[src/rtl/spi_cmd_arbiter.sv]
// Arbitrates the radio SPI command channel among init, RX and TX requesters.
// One owner holds the channel for a whole transaction, followed by a one-cycle release gap.
module spi_cmd_arbiter #(
   parameter logic [15:0] TIMEOUT = 16'd4096,
   parameter int          TW      = 16
) (
   input  logic       Clock,
   input  logic       Reset,
   input  logic       InitDone,
   input  logic [2:0] Req,
   input  logic [2:0] Valid,
   input  logic [2:0] Last,
   input  logic [7:0] Data0,
   input  logic [7:0] Data1,
   input  logic [7:0] Data2,
   input  logic       InRequest,
   input  logic [7:0] SO,
   output logic [7:0] Command,
   output logic       InValid,
   output logic [2:0] Grant,
   output logic [2:0] Ack,
   output logic [7:0] Status,
   output logic       Timeout,
   output logic       Abort,
   output logic       Busy
);

   typedef enum logic [1:0] {
      ST_IDLE    = 2'd0,
      ST_OWN     = 2'd1,
      ST_RELEASE = 2'd2
   } state_t;

   localparam logic [TW-1:0] CNT_LAST = TW'(TIMEOUT - 16'd1);
   localparam logic [TW-1:0] CNT_MAX  = {TW{1'b1}};

   state_t        state_q, state_d;
   logic [2:0]    grant_q, grant_d;
   logic [1:0]    rr_last_q, rr_last_d;
   logic [TW-1:0] count_q, count_d;
   logic [7:0]    status_q, status_d;
   logic          timeout_q, timeout_d;
   logic          abort_q, abort_d;

   logic [7:0]    own_data_s;
   logic          own_valid_s;
   logic          own_req_s;
   logic          own_last_s;
   logic          accept_s;
   logic [2:0]    elig_s;
   logic [2:0]    win_s;

   // Owner-side mux and byte handshake toward the SPI engine.
   always_comb begin
      own_data_s  = 8'h00;
      own_valid_s = 1'b0;
      own_req_s   = 1'b0;
      own_last_s  = 1'b0;
      case (grant_q)
         3'b001: begin
            own_data_s = Data0; own_valid_s = Valid[0]; own_req_s = Req[0]; own_last_s = Last[0];
         end
         3'b010: begin
            own_data_s = Data1; own_valid_s = Valid[1]; own_req_s = Req[1]; own_last_s = Last[1];
         end
         3'b100: begin
            own_data_s = Data2; own_valid_s = Valid[2]; own_req_s = Req[2]; own_last_s = Last[2];
         end
         default: begin
            own_data_s = 8'h00; own_valid_s = 1'b0; own_req_s = 1'b0; own_last_s = 1'b0;
         end
      endcase
      accept_s = own_valid_s & InRequest;
      Command  = 8'h00;
      InValid  = 1'b0;
      Ack      = 3'b000;
      // A byte presented while Reset is high is never acknowledged.
      if ((state_q == ST_OWN) && !Reset) begin
         Command = own_data_s;
         InValid = own_valid_s;
         Ack     = grant_q & {3{accept_s}};
      end else begin
         Command = 8'h00;
         InValid = 1'b0;
         Ack     = 3'b000;
      end
   end

   // Eligibility and round-robin winner selection.
   always_comb begin
      elig_s = InitDone ? {Req[2:1], 1'b0} : {2'b00, Req[0]};
      win_s  = 3'b000;
      if (elig_s[0]) begin
         win_s = 3'b001;
      end else if (elig_s[1] && elig_s[2]) begin
         win_s = (rr_last_q == 2'd1) ? 3'b100 : 3'b010;
      end else if (elig_s[1]) begin
         win_s = 3'b010;
      end else if (elig_s[2]) begin
         win_s = 3'b100;
      end else begin
         win_s = 3'b000;
      end
   end

   // Next-state logic: grant, watchdog, completion, abort.
   always_comb begin
      state_d   = state_q;
      grant_d   = grant_q;
      rr_last_d = rr_last_q;
      count_d   = count_q;
      status_d  = status_q;
      timeout_d = 1'b0;
      abort_d   = 1'b0;
      case (state_q)
         ST_IDLE: begin
            count_d = {TW{1'b0}};
            if (win_s != 3'b000) begin
               grant_d = win_s;
               state_d = ST_OWN;
               if (win_s[1]) begin
                  rr_last_d = 2'd1;
               end else if (win_s[2]) begin
                  rr_last_d = 2'd2;
               end else begin
                  rr_last_d = rr_last_q;
               end
            end else begin
               state_d = ST_IDLE;
            end
         end
         ST_OWN: begin
            // An accepted byte outranks both abort and watchdog expiry.
            if (accept_s) begin
               status_d = SO;
               count_d  = {TW{1'b0}};
               if (own_last_s) begin
                  state_d = ST_RELEASE;
                  grant_d = 3'b000;
               end else begin
                  state_d = ST_OWN;
               end
            end else if (!own_req_s) begin
               abort_d = 1'b1;
               state_d = ST_RELEASE;
               grant_d = 3'b000;
               count_d = {TW{1'b0}};
            end else if (count_q == CNT_LAST) begin
               timeout_d = 1'b1;
               state_d   = ST_RELEASE;
               grant_d   = 3'b000;
               count_d   = {TW{1'b0}};
            end else begin
               count_d = (count_q == CNT_MAX) ? count_q : count_q + TW'(1);
            end
         end
         ST_RELEASE: begin
            grant_d = 3'b000;
            count_d = {TW{1'b0}};
            state_d = ST_IDLE;
         end
         default: begin
            grant_d = 3'b000;
            count_d = {TW{1'b0}};
            state_d = ST_IDLE;
         end
      endcase
   end

   // State and registered-output flops.
   always_ff @(posedge Clock) begin
      if (Reset) begin
         state_q   <= ST_IDLE;
         grant_q   <= 3'b000;
         rr_last_q <= 2'd2;
         count_q   <= {TW{1'b0}};
         status_q  <= 8'h00;
         timeout_q <= 1'b0;
         abort_q   <= 1'b0;
      end else begin
         state_q   <= state_d;
         grant_q   <= grant_d;
         rr_last_q <= rr_last_d;
         count_q   <= count_d;
         status_q  <= status_d;
         timeout_q <= timeout_d;
         abort_q   <= abort_d;
      end
   end

   assign Grant   = grant_q;
   assign Status  = status_q;
   assign Timeout = timeout_q;
   assign Abort   = abort_q;
   assign Busy    = (state_q != ST_IDLE);

endmodule

[config.mk]
export PLATFORM = sky130hd
export DESIGN_NAME = spi_cmd_arbiter
export DESIGN_NICKNAME = d
export VERILOG_FILES = /design/src/rtl/spi_cmd_arbiter.sv
export SDC_FILE = /design/constraint.sdc
export NUM_CORES = 1
export LEC_CHECK = 0
export BUFFER_PORTS_ARGS = -buffer_cell sky130_fd_sc_hd__buf_2
export CORE_MARGIN = 2
export CORE_UTILIZATION = 53
export DETAILED_ROUTE_END_ITERATION = 16
export GPL_ROUTABILITY_DRIVEN = 1
export PLACE_DENSITY = 0.85
export SLEW_MARGIN = 15
export SYNTH_ARGS = -nofsm -noshare
export SYNTH_HDL_FRONTEND = slang
export SYNTH_SLANG_ARGS = --single-unit
[constraint.sdc]
create_clock -name Clock -period 3.3 [get_ports Clock]
set_input_delay 0.33 -clock Clock [delete_from_list [all_inputs] [get_ports Clock]]
set_output_delay 0.33 -clock Clock [all_outputs]
set_load 0.01 [all_outputs]
==> flow_summary.yaml, run 1 <==
run_status:
  outcome: "finished clean"
yosys:
  synth-simple-area-share: 0.3302
  synth_xor_area_frac: 0.03721
  synthMuxAreaShare: 0.05914
  yosys.area.top_type: "dfxtp_1"
  synth_fp_nets: 270
  synth_top_family_by_area: "simple AND/OR/NAND/NOR gates"
  async_flop_share: 0
  synth_cell_type_count: 52
  avgSynthCellArea_sq_um: 8.407
  synth_warnings: 0
  netlist_area_sq_mm: 0.001883
  synth.area.top_cells: "dfxtp_1 (35%), nor2_1 (9.4%), mux2i_1 (5.3%)"
  synth_compound_area_frac: 0.1847
  netlist.area_leader.share: 0.3508
  synth_cells: 224
  synth_ff_type: "dfxtp_1"
  synth_edf_count: 0
  synth.ff_latch_count: 33
  synth-adder-area-share: 0.006645
  ys_seq_area_frac: 0.3508
clock_network:
  clk_pin_slew_ns: 0.10
  clk_latency_ns: 0.34
  tritoncts: "built"
  clkSinkCount: 33
  cts_setup_buffers: 0
  cts_resized: 0
  clockBufferDepth: 2
  numCtsBuffers: 5
  clockRootBuffer: "clkbuf_4"
  htree_levels: 2
  ctsHoldBuffers: 0
cells_and_area:
  multi_input_area_sq_mm: 0.001164
  area_growth_pct: 22.86
  antenna_cells: 0
  nFillCells: 301
  drive_gt1_frac: 0.3186
  layoutNonFillerInstCount: 341
  regArea_sq_um: 660.6
  design_area_sq_mm: 0.002313
  nets: 341
  fin_util: 0.6879
floorplan:
  die-area_sq_mm: 0.004046
  num_io_pins: 71
  fp.dieH_microns: 63.61
  core_area_sq_mm: 0.003363
  initial_core_util: 0.5599
  row_count: 21
  die-width_microns: 63.61
setup_path:
  critPathMaxFanout: 11
  reg2reg_from: "Grant[2]"
  critPathCapture: "Ack[0]"
  end_kind: "output port"
  crit_chain: "and2b_2 -> o21a_1 -> o211ai_1 -> buf_4 -> nor2_1 -> and2_2 -> buf_2"
  max_stage_delay_ns: 0.49
  rr_worst_depth: 5
  r2r_slack_ns: 1.15
  crit_arrival_ns: 2.08
  r2r-end: "Status[1]"
  critPathLaunch: "Grant[1]"
  critPathKind: "reg -> out"
  slowest_stage: "dfxtp_1"
  required_ns: 2.97
  startpoint_type: "flop"
pwr:
  p_per_area_mw_per_mm2: 331.1
  peakVddDrop_mv: 0.2877
  leakagePower_nw: 1.006
placed_design:
  io_buffers: 70
  hpwl_microns: 3288
  gp_congestion: 0.8718
  placement.cell_area_sq_mm: 0.002258
  dp.cells: 334
sta:
  drv_slew: 0
  setup_viol: 0
  tns_ns: 0
  period_minus_slack_ns: 2.407
  max-slew-margin-rel: 0.5186
  fin_crit_sh: 0.7293
  fmax_mhz: 415.5
  finalHoldViolations: 0
  rsz0062_at_grt: "false"
  fin_skew_ns: 0.007952
  tightest_slew_ns: 0.7166
grt:
  grt_overflow: 0
  grt_pass1_vias: 1752
  grt_pass1_wl_microns: 7541
  grtUsageTotal: 0.2294
  antenna_found_initial: 0
  grt_max_degree: 17
routing:
  via_per_inst: 5.589
  drt_first_pass_iters: 4
  num_vias: 1906
  wl_per_cell_microns: 13.24
  final_antenna_net_count: 0
  drc_errors: 0
  routed_wl_microns: 4514
  drt_iter0_drc: 72
worst_hold_path:
  min_path_type: "in -> reg"
flow_run:
  max_cap_violations: 0
[through the flow]
| stage | setup slack, ns | hold WS, ns | power (W) |
|---|---|---|---|
| 4_1_cts | 0.8840 | 0.2121 | 0.0007744 |
| 5_1_grt | 0.6726 | 0.2196 | 0.0008022 |
| 6_report | 0.8932 | 0.2208 | 0.0007661 |
| 2_1_floorplan | 1.362 | 0.4366 | 0.0004929 |
| 3_5_place_dp | 1.163 | 0.4839 | 0.0005391 |
| 3_3_place_gp | 1.249 | 0.4723 | 0.0005373 |
[critical path, delay by kind of cell (launching register included)]
family,cells,cell delay [ns]
compound gates,2,0.35
buf+inv,2,0.33
simple gates,3,0.58
flops,1,0.49
[worst min path at each step]
stage / start / depth (start not counted) / endpoint / slack, ns
CTS: SO[6] / 3 / Status[6] / 0.21
detailed placement: Status[5] / 2 / Status[5] / 0.48
finish: SO[6] / 3 / Status[6] / 0.22
global placement: Status[5] / 2 / Status[5] / 0.47
floorplan: Reset / 1 / rr_last_q[1] / 0.44
global route: SO[0] / 3 / Status[0] / 0.22
[metal layers]
layer  share of wire  wire [microns]  track usage  vias to the layer above
li1                -               -            -                      965
met1            0.45            2026       0.2814                      859
met2            0.46            2058       0.3829                       75
met3           0.079             357      0.05893                        7
met4           0.016              71      0.08967                        0
met5               0               0            0                        -
[kinds of logic (layout without fill, tap and decap cells)]
logic type / after synthesis / count (layout)
and+or+nand+nor: 113 / 113
xor gates and xnor gates: 8 / 8
adders and majority gates: 1 / 1
muxes: 11 / 11
DFF: 33 / 33
AOI/OAI and AO/OA: 47 / 47
buffers and inverters: 11 / 82
[flip-flops by register name (all words and copies together) (netlist names)]
register,flops
Abort,1
Grant,3
Status,8
Timeout,1
count_q,16
rr_last_q,2
state_q,2
[power by group]
part	switching, W	total (W)	internal [W]	leakage, nW
sequential	0.0000124	0.000419	0.000407	0.267
combinational	0.0000556	0.000113	0.0000569	0.707
clock	0.000134	0.000234	0.000100	0.0314
[synthesized netlist by cell type, drive strengths merged (2+ instances only)]
library cell  count
and2              5
and4              2
a31oi             3
a311oi            2
and2b             2
buf               5
dfxtp            33
nand3             6
or2               2
a21oi            14
nand4             5
clkbuf            3
mux2i            10
nor3             12
a211oi            4
xor2              2
o21a              3
xnor2             6
nor3b             4
a22oi            10
nor2             50
and4bb            5
inv               3
nand2            13
[area by class of cell]
| type | instances | share of cell area |
|---|---|---|
| Tap cell | 46 | 0.02488 |
| Sequential cell | 33 | 0.2856 |
| Inverter | 3 | 0.004867 |
| Timing Repair Buffer | 72 | 0.1579 |
| Multi-Input combinational cell | 180 | 0.5030 |
| Clock buffer | 7 | 0.02380 |
[layout by cell type, fill, tap and decap left out, types with 6 or more instances in the layout]
cell	netlist	routed
nor2_1	47	47
mux2i_1	10	10
nand2_1	13	13
a22oi_1	10	10
xnor2_1	6	6
nor3_1	12	12
buf_2	2	70
dfxtp_1	33	33
a21oi_1	14	14
Note: power is estimated with default switching activity, not from simulation.
==> run 2, diff against run 1 <==
--- a/config.mk
+++ b/config.mk
@@ -7,10 +7,10 @@
 export LEC_CHECK = 0
 export BUFFER_PORTS_ARGS = -buffer_cell sky130_fd_sc_hd__buf_2
 export CORE_MARGIN = 2
-export CORE_UTILIZATION = 53
+export CORE_UTILIZATION = 44
 export DETAILED_ROUTE_END_ITERATION = 16
 export GPL_ROUTABILITY_DRIVEN = 1
-export PLACE_DENSITY = 0.85
+export PLACE_DENSITY = 0.76
 export SLEW_MARGIN = 15
 export SYNTH_ARGS = -nofsm -noshare
 export SYNTH_HDL_FRONTEND = slang
==> constraint.sdc (replaced) <==
create_clock -name Clock -period 2.1 [get_ports Clock]
set_input_delay 0.21 -clock Clock [delete_from_list [all_inputs] [get_ports Clock]]
set_output_delay 0.21 -clock Clock [all_outputs]
set_load 0.01 [all_outputs]
==> flow_summary.yaml, run 2 (same netlist as run 1, synthesis figures left out) <==
run_status:
  outcome: "finished clean"
pwr:
  p_sw_w: 0.0003253
  p_per_area_mw_per_mm2: 559.9
  seqPwrFrac: 0.486
  pwr-share-clk: 0.379
  combPwrFrac: 0.135
  p_sw_frac: 0.2402
  peakVddDrop_mv: 0.6390
  p_int_w: 0.001029
  report.power.total_w: 0.001354
  leakagePower_nw: 1.056
setup_path:
  max_stage_delay_ns: 0.40
  required_ns: 1.89
  crit_chain: "and4bb_1 -> o31ai_4 -> buf_4 -> nor2_1 -> and2_2 -> buf_2"
  startpoint_type: "flop"
  end_kind: "output port"
  r2r_slack_ns: 0.27
  slowest_stage: "dfxtp_4"
  critPathKind: "reg -> out"
  critPathMaxFanout: 11
  crit_arrival_ns: 1.78
routing:
  num_vias: 1944
  drt_first_pass_iters: 4
  via_per_inst: 5.538
  drc_errors: 0
  drt_iter0_drc: 83
  routed_wl_microns: 4575
  wl_per_cell_microns: 13.03
  final_antenna_net_count: 0
sta:
  period_minus_slack_ns: 1.987
  setup_viol: 0
  fmax_mhz: 503.2
  fin_hold_ws_ns: 0.1571
  tightest_slew_ns: 0.5656
  fin_skew_ns: 0.002196
  finalHoldViolations: 0
  drv_slew: 0
  max-slew-margin-rel: 0.6221
  rsz0062_at_grt: "false"
  tns_ns: 0
  fin_crit_sh: 0.9464
grt:
  grtUsageTotal: 0.1906
  grt_overflow: 0
  antenna_found_initial: 0
  grt_pass1_vias: 1748
  grt_max_degree: 17
  grt_pass1_wl_microns: 7665
clock_network:
  clk_pin_slew_ns: 0.06
  clockRootBuffer: "clkbuf_8"
  clk_latency_ns: 0.28
  numCtsBuffers: 5
  clockBufferDepth: 2
  tritoncts: "built"
  clkSinkCount: 33
  htree_levels: 2
  cts_setup_buffers: 0
placed_design:
  gp_congestion: 0.8365
  placement.cell_area_sq_mm: 0.002301
  io_buffers: 70
  hpwl_microns: 3468
  dp.cells: 343
cells_and_area:
  drive_gt1_frac: 0.3488
  design_area_sq_mm: 0.002419
  final_common_cell: "buf_2"
  largest_reg_flops: 16
  layoutNonFillerInstCount: 351
  nets: 346
  largest_register: "count_q"
  most-common-layout-cells: "buf_2 (70), nor2_1 (47), dfxtp_1 (30)"
  antenna_cells: 0
  area_growth_pct: 28.44
floorplan:
  core_area_sq_mm: 0.004058
  fp.dieH_microns: 69.42
  initial_core_util: 0.4641
  die-area_sq_mm: 0.004819
  num_io_pins: 71
  die-width_microns: 69.42
  row_count: 23
flow_run:
  max_cap_violations: 0
worst_hold_path:
  min_path_type: "in -> reg"
==> run 2: changes by cell type in the layout (fill, tap and decap cells not counted), sizes merged <==
| cell | previous run | this run |
|---|---|---|
| buf | 72 | 77 |
| clkinv | 0 | 1 |
==> run 2: worst paths after layout <==
| kind | startpoint | depth (start not counted) | end |
|---|---|---|---|
| setup / recovery | Grant[1] | 6 | Ack[0] |
| hold / removal | SO[5] | 3 | Status[5] |
| hold reg to reg | Status[4] | 2 | Status[4] |
| setup reg to reg | count_q[2] | 5 | state_q[1] |
==> run 2: final cells by class <==
cell class | instances | area, sq um
clock inverter | 1 | 5.005
inverter | 3 | 11.26
timing repair buffer | 77 | 402.9
multi-input combinational | 180 | 1171
fill | 378 | 1639
clock buffer | 7 | 96.34
tap | 50 | 62.56
sequential | 33 | 669.4
==> run 2: worst max-delay path: cells and delay by family, from the launching register on <==
family	cells	cell delay (ns)
simple gates	3	0.50
flops	1	0.40
buf+inv	2	0.30
compound gates	1	0.29
==> run 2: timing repair <==
action | in CTS | in global routing
endpoints found under the setup margin | 12 | 11
hold endpoints to repair | 0 | 0
resized for setup | 2 | 6
hold buffers | 0 | 0
gates cloned | 0 | 0
==> run 2: power by group through the flow <==
| stage | clock (W) | combinational, W | sequential [W] |
|---|---|---|---|
| 3_3_place_gp | 0 | 0.000178 | 0.000670 |
| 4_1_cts | 0.000531 | 0.000181 | 0.000658 |
| 5_1_grt | 0.000558 | 0.000203 | 0.000660 |
| 2_1_floorplan | 0 | 0.000105 | 0.000670 |
| 3_5_place_dp | 0 | 0.000179 | 0.000671 |
| 6_report | 0.000513 | 0.000183 | 0.000658 |
==> run 2: layer usage <==
layer,global-route usage,share of wire,up-vias
li1,-,-,978
met1,0.2396,0.44,885
met2,0.3141,0.46,74
met3,0.05087,0.080,7
met4,0.06754,0.013,0
met5,0,0,-
==> run 2: stage by stage <==
stage,util,setup slack (ns)
finish,0.5961,0.1125
global route,0.5961,0.01340
CTS,0.5927,0.03152
detailed placement,0.5671,0.2465
global placement,0.5671,0.2675
floorplan,-,0.2821
